===== src/rtl/fifo_pkg.sv =====
// Shared definitions for the FIFO write-side blocks: arbiter state encoding,
// FIFO width/count localparams and the round-robin pick helper.
package fifo_pkg;

  typedef enum logic {
    ST_IDLE = 1'b0,
    ST_XFER = 1'b1
  } arb_state_e;

  localparam int FIFO_WIDTH = 8;
  localparam int FIFO_DEPTH = 8;
  localparam int FIFO_AW    = $clog2(FIFO_DEPTH);
  localparam int FIFO_CNT_W = FIFO_AW + 1;

  // Widest requester set any scheduler in this slice supports.
  localparam int RR_MAXN    = 8;

  // First set bit of valid searching upward from ptr, wrapping at nreq.
  // Returns ptr when nothing is valid; callers qualify with their own found flag.
  function automatic int rr_pick(input logic [RR_MAXN-1:0] valid,
                                 input int ptr,
                                 input int nreq);
    int   pick;
    int   c;
    logic hit;
    pick = ptr;
    hit  = 1'b0;
    for (int k = 0; k < RR_MAXN; k++) begin
      c = (ptr + k) % nreq;
      if ((k < nreq) && !hit && valid[c[2:0]]) begin
        pick = c;
        hit  = 1'b1;
      end else begin
        hit  = hit;
      end
    end
    return pick;
  endfunction

endpackage


===== src/rtl/rr_pick_onehot.sv =====
// Combinational round-robin picker: winner is the first valid index at or
// above ptr, modulo NREQ. Shared by write- and read-side schedulers.
module rr_pick_onehot
  import fifo_pkg::*;
#(
  parameter int NREQ = 4,
  parameter int IDW  = 2
) (
  input  logic [NREQ-1:0] valid,
  input  logic [IDW-1:0]  ptr,
  output logic            found,
  output logic [IDW-1:0]  idx
);

  logic [RR_MAXN-1:0] valid_ext_s;
  int                 pick_s;

  // Widen to the helper's fixed width and resolve the winner.
  always_comb begin
    valid_ext_s = RR_MAXN'(valid);
    pick_s      = rr_pick(valid_ext_s, int'(ptr), NREQ);
    found       = |valid;
    idx         = IDW'(pick_s);
  end

endmodule


===== src/rtl/fifo_wr_arbiter.sv =====
// Round-robin, packet-locked arbiter sharing one FIFO write port among NREQ producers.
// Optional macro FIFO_WR_ARB_PRIO0_EN gives requester 0 strict priority when idle.
module fifo_wr_arbiter
  import fifo_pkg::*;
#(
  parameter int NREQ      = 4,
  parameter int WIDTH     = 8,
  parameter int MAX_BEATS = 16
) (
  input  logic                     clk,
  input  logic                     rst_n,
  input  logic [NREQ-1:0]          req_valid,
  input  logic [NREQ*WIDTH-1:0]    req_data,
  input  logic [NREQ-1:0]          req_last,
  output logic [NREQ-1:0]          req_ready,
  input  logic                     fifo_full,
  output logic                     fifo_wr,
  output logic [WIDTH-1:0]         fifo_din,
  output logic [$clog2(NREQ)-1:0]  grant_id,
  output logic                     busy
);

  localparam int IDW = $clog2(NREQ);
  localparam int BW  = $clog2(MAX_BEATS) + 1;

  arb_state_e        state_q, state_d;
  logic [IDW-1:0]    rr_ptr_q, rr_ptr_d;
  logic [IDW-1:0]    grant_id_q, grant_id_d;
  logic [BW-1:0]     beat_cnt_q, beat_cnt_d;

  logic [NREQ-1:0]   pick_valid_s;
  logic              pick_found_s;
  logic [IDW-1:0]    pick_idx_s;
  logic              prio_hit_s;
  logic              ptr_upd_s;

  logic              sel_valid_s;
  logic              sel_last_s;
  logic [WIDTH-1:0]  sel_data_s;
  logic              release_s;

`ifdef FIFO_WR_ARB_PRIO0_EN
  // Requester 0 bypasses the rotation; the others rotate among themselves.
  assign pick_valid_s = {req_valid[NREQ-1:1], 1'b0};
  assign prio_hit_s   = req_valid[0];
  assign ptr_upd_s    = (grant_id_q != '0);
`else
  assign pick_valid_s = req_valid;
  assign prio_hit_s   = 1'b0;
  assign ptr_upd_s    = 1'b1;
`endif

  rr_pick_onehot #(
    .NREQ (NREQ),
    .IDW  (IDW)
  ) u_pick (
    .valid (pick_valid_s),
    .ptr   (rr_ptr_q),
    .found (pick_found_s),
    .idx   (pick_idx_s)
  );

  // Route the current owner's valid/last/data through an AND-OR mux.
  always_comb begin
    sel_valid_s = 1'b0;
    sel_last_s  = 1'b0;
    sel_data_s  = '0;
    for (int i = 0; i < NREQ; i++) begin
      sel_valid_s = sel_valid_s | (req_valid[i] & (grant_id_q == IDW'(i)));
      sel_last_s  = sel_last_s  | (req_last[i]  & (grant_id_q == IDW'(i)));
      sel_data_s  = sel_data_s  |
                    (req_data[i*WIDTH +: WIDTH] & {WIDTH{grant_id_q == IDW'(i)}});
    end
  end

  // Next-state and port outputs; a stall on fifo_full holds everything.
  always_comb begin
    state_d    = state_q;
    rr_ptr_d   = rr_ptr_q;
    grant_id_d = grant_id_q;
    beat_cnt_d = beat_cnt_q;
    busy       = 1'b0;
    fifo_wr    = 1'b0;
    fifo_din   = '0;
    req_ready  = '0;
    release_s  = 1'b0;

    case (state_q)
      ST_IDLE: begin
        if (prio_hit_s) begin
          grant_id_d = '0;
          state_d    = ST_XFER;
        end else if (pick_found_s) begin
          grant_id_d = pick_idx_s;
          state_d    = ST_XFER;
        end else begin
          state_d    = ST_IDLE;
        end
      end
      ST_XFER: begin
        busy     = 1'b1;
        fifo_din = sel_data_s;
        fifo_wr  = sel_valid_s & ~fifo_full;
        for (int i = 0; i < NREQ; i++) begin
          req_ready[i] = fifo_wr & (grant_id_q == IDW'(i));
        end
        release_s = fifo_wr & (sel_last_s | (beat_cnt_q == BW'(MAX_BEATS - 1)));
        if (release_s) begin
          state_d    = ST_IDLE;
          beat_cnt_d = '0;
          if (ptr_upd_s) begin
            rr_ptr_d = (grant_id_q == IDW'(NREQ - 1)) ? '0 : grant_id_q + IDW'(1);
          end else begin
            rr_ptr_d = rr_ptr_q;
          end
        end else if (fifo_wr) begin
          beat_cnt_d = beat_cnt_q + BW'(1);
        end else begin
          beat_cnt_d = beat_cnt_q;
        end
      end
      default: begin
        state_d = ST_IDLE;
      end
    endcase
  end

  // Arbiter state register.
  always_ff @(posedge clk or negedge rst_n) begin
    if (!rst_n) begin
      state_q    <= ST_IDLE;
      rr_ptr_q   <= '0;
      grant_id_q <= '0;
      beat_cnt_q <= '0;
    end else begin
      state_q    <= state_d;
      rr_ptr_q   <= rr_ptr_d;
      grant_id_q <= grant_id_d;
      beat_cnt_q <= beat_cnt_d;
    end
  end

  assign grant_id = grant_id_q;

endmodule


===== config.mk =====
export PLATFORM = sky130hd
export DESIGN_NAME = fifo_wr_arbiter
export DESIGN_NICKNAME = d
export VERILOG_FILES = /design/src/rtl/fifo_pkg.sv /design/src/rtl/rr_pick_onehot.sv /design/src/rtl/fifo_wr_arbiter.sv
export SDC_FILE = /design/constraint.sdc
export NUM_CORES = 1
export LEC_CHECK = 0
export CELL_PAD_IN_SITES_DETAIL_PLACEMENT = 1
export CELL_PAD_IN_SITES_GLOBAL_PLACEMENT = 2
export CORE_MARGIN = 2
export CORE_UTILIZATION = 19
export CTS_BUF_LIST = sky130_fd_sc_hd__clkbuf_8
export DETAILED_ROUTE_END_ITERATION = 7
export PLACE_DENSITY_LB_ADDON = 0.1
export SYNTH_ARGS = -nofsm -noshare
export SYNTH_HDL_FRONTEND = slang
export SYNTH_HIERARCHICAL = 1
export SYNTH_SLANG_ARGS = --single-unit

===== constraint.sdc =====
create_clock -name clk -period 2.3 [get_ports clk]
set_input_delay 0.46 -clock clk [delete_from_list [all_inputs] [get_ports clk]]
set_output_delay 0.46 -clock clk [all_outputs]
set_load 0.02 [all_outputs]

# After elaboration in Yosys (flattened, before gate mapping)
# Cells that the tools add are included.
# W data, S select, Z words.
dict set report classes {
  n_addsub 5
  magnitude_cmp 4
  n_eq_ne 4
  n_mux 24
  n_bitwise 33
  reduce_logical 15
}
# operator count
set ops {}
lappend ops {{$and A8 B8 Y8} 4}
lappend ops {{$or A8 B8 Y8} 3}
lappend ops {{$and A1 B1 Y1} 14}
lappend ops {{$lt A3 B4 Y1 const B} 3}
lappend ops {{$mux W1} 11}
lappend ops {{$mux W5} 2}
lappend ops {{$bmux W1 S3} 3}
lappend ops {{$mux W2} 4}
lappend ops {{$mux W8} 1}
lappend ops {{$or A1 B1 Y1} 7}
lappend ops {{$reduce_and A2 Y1} 3}
lappend ops {{$reduce_or A2 Y1} 3}
lappend ops {{$add A5 B1 Y5 const B} 1}
lappend ops {{$eq A5 B4 Y1 const B} 1}
lappend ops {{$add A2 B1 Y2 const B} 2}
lappend ops {{$add A2 B2 Y2 const B} 2}
lappend ops {{$eq A2 B2 Y1 const B} 2}
lappend ops {{$lt A2 B4 Y1 const B} 1}
lappend ops {{$mux W4} 1}
lappend ops {{$reduce_or A4 Y1} 1}
lappend ops {{$and A1 B1 Y1 const A} 3}
lappend ops {{$logic_and A1 B1 Y1} 3}
lappend ops {{$logic_not A1 Y1} 3}
lappend ops {{$bmux W1 S2} 1}
lappend ops {{other kinds (5)} 6}
dict set report totals {
  ff_bits 10
  input_bits 43
  output_inout_bits 16
  elab_cells 89
}

# Logic depth before layout (Yosys ltp)
# Gate-level depths: netlist of run 1.
dict set report depth {
  ltp_word 13
  depth_mapped 8
  ltp_nobuf 7
}

# Modules after synthesis
# Netlist of run 1, hierarchy kept.
# module n_inst cells_per_inst area_per_inst_um2 seq_area_each_um2
set by_module_without_submodules {}
lappend by_module_without_submodules {fifo_wr_arbiter 1 85 795.8 250.2}
lappend by_module_without_submodules {rr_pick_onehot 1 16 96.3 0.0}

# Worst setup path before layout of run 1
# No wires, ideal clock.
dict set report synth_path {
  path_kind {reg2out}
  startpoint {reg grant_id_q[0] (netlist: grant_id[0])}
  endpoint {out req_ready[0]}
  arrival_ns 1.724
  required_time_ns 1.840
  slack_ns 0.116
  path_stages_with_launch 8
  n_path_buf 2
  path_cell_list {dfrtp_1 inv_1 ha_1 buf_2 a22oi_2 a21oi_4 buf_2 and2_1}
}
dict set report synth_via {
  elab_chain_len 8
  word_cells_on_any_way 14
  classes_between {eq/ne (3); mux (1); bitwise (9); reduce/logical (1)}
}
# element line
set synth_lines {}
lappend synth_lines {{start, declared} fifo_wr_arbiter.sv:28} ;# logic [IDW-1:0] grant_id_q, grant_id_d;
lappend synth_lines {{start signal, assigned} fifo_wr_arbiter.sv:138} ;# grant_id_q <= grant_id_d;
lappend synth_lines {{$eq A2 B1 Y1 or $logic_not A2 Y1 (tied branches)} {fifo_wr_arbiter.sv:69, fifo_wr_arbiter.sv:105}}
lappend synth_lines {{$and A1 B1 Y1} fifo_wr_arbiter.sv:69} ;# sel_valid_s = sel_valid_s | (req_valid[i] & (grant_id_q == IDW'(i)));
lappend synth_lines {{$or A1 B1 Y1 (3 in series)} fifo_wr_arbiter.sv:69}
lappend synth_lines {{$and A1 B1 Y1} fifo_wr_arbiter.sv:103} ;# fifo_wr = sel_valid_s & ~fifo_full;
lappend synth_lines {{$and A1 B1 Y1 *} fifo_wr_arbiter.sv:105} ;# req_ready[i] = fifo_wr & (grant_id_q == IDW'(i));
lappend synth_lines {{$mux W4 *} fifo_wr_arbiter.sv:88} ;# case (state_q)
lappend synth_lines {{end, declared} fifo_wr_arbiter.sv:15} ;# output logic [NREQ-1:0] req_ready,
# Mark *: on every way between the ends. The rest lies on a longest branch, timed or not.

# Worst setup path after layout of run 1
dict set report layout_path {
  startpoint {reg grant_id_q[1] (netlist: grant_id[1])}
  endpoint {out req_ready[2]}
}
dict set report layout_via {
  elab_chain_len 8
  word_cells_on_any_way 14
  classes_between {eq/ne (3); mux (1); bitwise (9); reduce/logical (1)}
}
# element line
set layout_lines {}
lappend layout_lines {{$eq A2 B1 Y1 or $logic_not A2 Y1 (tied branches)} fifo_wr_arbiter.sv:69}
lappend layout_lines {{$and A1 B1 Y1} fifo_wr_arbiter.sv:69}
lappend layout_lines {{$or A1 B1 Y1 (3 in series)} fifo_wr_arbiter.sv:69}
lappend layout_lines {{$and A1 B1 Y1} fifo_wr_arbiter.sv:103}
lappend layout_lines {{$and A1 B1 Y1 *} fifo_wr_arbiter.sv:105}
lappend layout_lines {{$mux W4 *} fifo_wr_arbiter.sv:88}
# Marked as above.

==> results of run 1 <==
==> worst max path at each step <==
stage | from | to
detailed placement | req_valid[0] | req_ready[1]
finish | grant_id[1] | req_ready[2]
global route | grant_id[1] | fifo_din[7]
global placement | req_valid[2] | req_ready[2]
CTS | grant_id[1] | fifo_din[3]
floorplan | grant_id[0] | req_ready[0]
==> per-layer routing <==
| metal | wire length [microns] | part of all wire (%) |
|---|---|---|
| met1 | 1580 | 45 |
| met2 | 1680 | 48 |
| met3 | 247 | 7.0 |
| met4 | 10 | 0.28 |
| met5 | 0 | 0 |
==> worst max-delay path, cell delays in order (launching register included) <==
cell,delay (ns)
dfrtp_1,0.41
buf_4,0.15
ha_2,0.19
a22oi_2,0.23
a21oi_4,0.11
and2_1,0.16
clkdlybuf4s15_2,0.25
==> area by class of cell <==
cell class	instances	area, sq um	share of cell area [%]
inverter	5	18.8	1.12
clock buffer	4	55.1	3.28
multi-input combinational	80	608	36.3
timing repair buffer	76	679	40.5
tap	52	65.1	3.88
sequential	10	250	14.9
==> sequential cells by signal (all words and copies together) (netlist names) <==
name and count:
rr_ptr_q 2, state_q 1, grant_id 2, beat_cnt_q 5
==> kinds of logic (layout without fill, tap and decap cells) <==
family | count (synthesis) | after routing | share of synthesized area, %
compound gates | 41 | 41 | 36.2
buf+inv | 11 | 85 | 5.19
fa+ha+maj | 6 | 6 | 8.41
simple gates | 30 | 30 | 18.5
mux | 3 | 3 | 3.65
flops | 10 | 10 | 28.1
==> metrics by stage <==
stage	instance area, sq um	total power, mW
finish	1680	1.70
global route	1680	1.85
CTS	1690	1.74
detailed placement	1640	1.57
global placement	1640	1.55
floorplan	892	0.963
==> report_power, final <==
part | switching, mW | internal [mW]
Combinational | 0.615 | 0.546
Sequential | 0.0706 | 0.245
Clock | 0.0697 | 0.151
Total | 0.755 | 0.941
==> cell usage in the layout (no fill, tap or decap), drive strengths merged, types with 2 or more instances in the layout <==
cell,instances
nand2,8
mux2,2
o21ai,5
nor2,3
and2,5
inv,5
nor2b,2
nand3,3
clkbuf,12
nand2b,5
clkdlybuf4s15,4
buf,18
a22oi,18
ha,6
dfrtp,10
a21oi,3
clkdlybuf4s50,45
a21boi,8
==> timing repair <==
action                                  CTS  global route
setup buffers                             0             1
endpoints found under the setup margin   13            13
gates resized for setup                  22            28
pin swaps                                 0             0
==> flow_metrics.tcl, run 1 <==
set metrics [dict create \
    dp_hpwl_microns 2930 \
    grt_max_degree 12 \
    cap_violations 0 \
    hold_end "beat_cnt_q[0]" \
    synth_top_area_cell "dfrtp_1" \
    ys_types 32 \
    p_leak_nw 0.695 \
    finalSetupViolCount 0 \
    critPathMaxFanout 6 \
    cp_data_required_time_ns 1.84 \
    layout.cells.non_filler 227 \
    crit_path_end_kind "output pin" \
    port_buffers 58 \
    yosysTopAreaCellShare_pct 28.1 \
    die_w_microns 72.5 \
    pin_count 59 \
    use_met2_pct 24.1 \
    areaGrowthSynthToFinish_pct 87.9 \
    synthArstFlopShare_pct 100 \
    critPathKind "flop to output pin" \
    p_per_area_mw_per_mm2 1010 \
    cts.path.max_buffers 2 \
    synth.avg_cell_area_sq_um 8.83 \
    yosysMostFrequentCell "a22oi_1" \
    grt_pass1_wl_microns 5590 \
    grt.total_usage_pct 13.4 \
    grt-busiest-layer "met2" \
    diodes 0 \
    placed_cells 222 \
    synth_area_leaders "dfrtp_1 (28%), a22oi_1 (14%), ha_1 (8.4%), a21boi_0 (6.7%), and2_1 (3.5%)" \
    max_clock_freq_mhz 456 \
    antenna_found_initial 0 \
    grt_pass1_vias 1173 \
    cts_max_level 1 \
    slew_violations 0 \
    hold_path_class "flop to flop" \
    ys_seq_area_share_pct 28.1 \
    hold_path_depth 1 \
    use_met1_pct 16.6 \
    use_met3_pct 1.81 \
    drtIter0Drc 26 \
    whs_ns 0.516 \
    synthFlopType "dfrtp_1" \
    routedWlPerCell_microns 15.5 \
    cp-start-kind "flop" \
    cts_buffers 3 \
    relSlewSlack_pct 68.9 \
    viasPerCell 4.66 \
    final.setup_skew_ns 0.000803 \
    vdd_drop_max_mv 0.421 \
    dieArea_sq_mm 0.00526 \
    tns_ns 0 \
    cp.arrival_ns 1.73 \
    finalHoldViolations 0 \
    drt-total-wl_microns 3520 \
    status "finished, final reports clean" \
    rsz0062_at_grt "false" \
    fin_ws_ns 0.106 \
    routabilityCongestion 0.703 \
    synth_enable_flop_cells 0 \
    core_region_area_sq_mm 0.00444 \
    synthesis.nets 150 \
    nets 225 \
    synth_seq_cells 10 \
    post-place-ws_ns -0.231 \
    start_util_pct 20.1 \
    synthTopCellsByCount "a22oi_1 (17), dfrtp_1 (10), a21boi_0 (8)" \
    synthCells 101 \
    firstDrtPassIters 4 \
    drive_above_1_share_pct 25.7 \
    cts_sinks 10 \
    worstReg2RegStart "grant_id[1]" \
    period_needed_ns 2.19 \
    die_y_microns 72.5 \
    root_buffer "clkbuf_8" \
    finalCritPeriodShare_pct 95.4 \
    clk-insertion-delay-late_ns 0.23 \
    syn_area_sq_um 892 \
    hold_start "beat_cnt_q[0]" \
    drc 0 \
    r2r_cells 7 \
    clk_pin_slew_ns 0.05 \
    tightestPinTransition_ns 0.464 \
    fin_util_pct 37.7 \
    cts_tree "done" \
    fill_cells 530 \
    yosys_warnings 6 \
    reg2reg_slack_ns 0.31 \
    rr_endpoint "beat_cnt_q[3]" \
    antenna_left 0 \
    vias 1057 \
    grt_remaining_overflow 0 \
    cts_hold_buf 0 \
    num_rows 24 \
]
No activity file was read; power rests on OpenSTA's default activity.
==> inputs of run 2 (changes only) <==
--- a/config.mk
+++ b/config.mk
@@ -10,6 +10,7 @@
 export CORE_MARGIN = 2
 export CORE_UTILIZATION = 19
 export CTS_BUF_LIST = sky130_fd_sc_hd__clkbuf_8
+export CTS_CLUSTER_DIAMETER = 30
 export DETAILED_ROUTE_END_ITERATION = 7
 export PLACE_DENSITY_LB_ADDON = 0.1
 export SYNTH_ARGS = -nofsm -noshare
==> results of run 2 <==
No change in the layout: final DEF, timing and power equal those of run 1.
==> inputs of run 3 (changes only) <==
--- a/config.mk
+++ b/config.mk
@@ -7,7 +7,7 @@
 export LEC_CHECK = 0
 export CELL_PAD_IN_SITES_DETAIL_PLACEMENT = 1
 export CELL_PAD_IN_SITES_GLOBAL_PLACEMENT = 2
-export CORE_MARGIN = 2
+export CORE_MARGIN = 3
 export CORE_UTILIZATION = 19
 export CTS_BUF_LIST = sky130_fd_sc_hd__clkbuf_8
 export CTS_CLUSTER_DIAMETER = 30
==> run 3 against run 2 <==
  * Combinational power is 3% higher
  * Routed wire length grew 5.8%
  * Final area rose by 0.45%
  * Clock skew rose by 0.00056 ns
  * First-iteration DRC count decreased by 7.7%
  * Non-clock buffer count unchanged
  * Utilization increased by 0.17 points
  * Die area grew 5.6%
  * Worst hold slack better by 0.012 ns
  * Highest routed layer unchanged
==> flow_metrics.tcl, run 3 (synthesis results as in run 1) <==
set metrics [dict create \
    status "finished, final reports clean" \
    r2r_cells 7 \
    cts_tree "done" \
    viasPerCell 4.95 \
    cp.arrival_ns 1.73 \
    areaGrowthSynthToFinish_pct 88.8 \
    finalSetupViolCount 0 \
    vias 1118 \
    cp-startpoint "grant_id[0]" \
    core_region_area_sq_mm 0.00444 \
    drc 0 \
    diodes 0 \
    grt_pass1_vias 1144 \
    antenna_found_initial 0 \
    finalCritPeriodShare_pct 95.3 \
    cts_buffers 3 \
    start_util_pct 20.1 \
    clk_pin_slew_ns 0.05 \
    drive_above_1_share_pct 25.9 \
    grt_remaining_overflow 0 \
    post-place-ws_ns -0.217 \
    dp_hpwl_microns 3080 \
    placed_area_sq_mm 0.00164 \
    die_w_microns 74.5 \
    max_clock_freq_mhz 456 \
    root_buffer "clkbuf_8" \
    regMostFlops "beat_cnt_q" \
    critPathMaxFanout 5 \
    antenna_left 0 \
    final_area_sq_mm 0.00168 \
    final_cell_mix "clkdlybuf4s50_1 (45), buf_4 (18), a22oi_1 (15), dfrtp_1 (10), a21boi_0 (7)" \
    tns_ns 0 \
    die_y_microns 74.5 \
    relSlewSlack_pct 67.3 \
    cts.path.max_buffers 2 \
    grt_max_degree 12 \
    fin_util_pct 37.9 \
    finalHoldViolations 0 \
    final.setup_skew_ns 0.00137 \
    layout.cells.non_filler 226 \
    p_per_area_mw_per_mm2 1010 \
    num_rows 24 \
    reg2reg_slack_ns 0.29 \
    nets 225 \
    grt.total_usage_pct 13.3 \
    fin_ws_ns 0.109 \
    port_buffers 58 \
    cts_max_level 1 \
    rr_endpoint "rr_ptr_q[1]" \
    firstDrtPassIters 4 \
    placed_cells 222 \
    total_power_mw 1.70 \
    slew_violations 0 \
    cap_violations 0 \
    cp-start-kind "flop" \
    period_needed_ns 2.19 \
    pin_count 59 \
    grt_pass1_wl_microns 5660 \
    cts_sinks 10 \
    drtIter0Drc 24 \
    crit_end "req_ready[3]" \
    cp_data_required_time_ns 1.84 \
    rsz0062_at_grt "false" \
    p_leak_nw 0.689 \
    vdd_drop_max_mv 0.392 \
    dieArea_sq_mm 0.00555 \
    worstReg2RegStart "grant_id[0]" \
    clk-insertion-delay-late_ns 0.23 \
    largest_reg_flops 5 \
    routedWlPerCell_microns 16.5 \
    tightestPinTransition_ns 0.489 \
    whs_ns 0.529 \
    crit_path_end_kind "output pin" \
    hold_path_class "flop to flop" \
    routabilityCongestion 0.787 \
    drt-total-wl_microns 3730 \
    critPathKind "flop to output pin" \
    final_common_cell "clkdlybuf4s50_1" \
]
-- run 3: layer usage --
layer / track usage, % / vias up / wire length [microns]
met5: 0 / - / 0
met4: 3.56 / 0 / 37
met3: 2.43 / 5 / 219
met2: 21.9 / 46 / 1760
met1: 17.9 / 546 / 1710
li1: - / 521 / -
-- run 3: critical path, cell delays in order, from the launching register on --
cell	delay [ns]
dfrtp_1	0.42
buf_4	0.16
ha_2	0.20
a22oi_2	0.20
a21oi_4	0.11
and2_1	0.17
clkdlybuf4s15_2	0.25
-- run 3: area by class of cell --
cell class | count | area [sq um]
Clock buffer | 3 | 41.3
Fill cell | 526 | 2760
Inverter | 5 | 18.8
Multi-Input combinational cell | 80 | 621
Sequential cell | 10 | 250
Tap cell | 52 | 65.1
Timing Repair Buffer | 76 | 688
-- run 3: worst min path at each step --
stage / slack, ns / endpoint / from / cells after the start
after detailed placement: 0.53 / beat_cnt_q[0] / beat_cnt_q[0] / 1
after floorplan: 0.16 / beat_cnt_q[0] / rst_n / 0
after CTS: 0.53 / beat_cnt_q[0] / beat_cnt_q[0] / 1
after global placement: 0.49 / beat_cnt_q[0] / beat_cnt_q[0] / 1
final: 0.53 / beat_cnt_q[0] / beat_cnt_q[0] / 1
after global routing: 0.56 / beat_cnt_q[0] / beat_cnt_q[0] / 1
-- run 3: what timing repair did --
action | CTS | global route
pin swaps | 0 | 2
setup endpoints to repair | 13 | 13
gates cloned | 0 | 0
setup buffers | 0 | 1
hold buffers | 0 | 0
resized for setup | 32 | 23
-- run 3: power by group --
part / total, mW / leakage, nW / switching (mW) / internal, mW
Sequential: 0.311 / 0.121 / 0.0663 / 0.245
Clock: 0.181 / 0.0216 / 0.0670 / 0.114
Combinational: 1.20 / 0.546 / 0.642 / 0.563
Total: 1.70 / 0.689 / 0.775 / 0.922
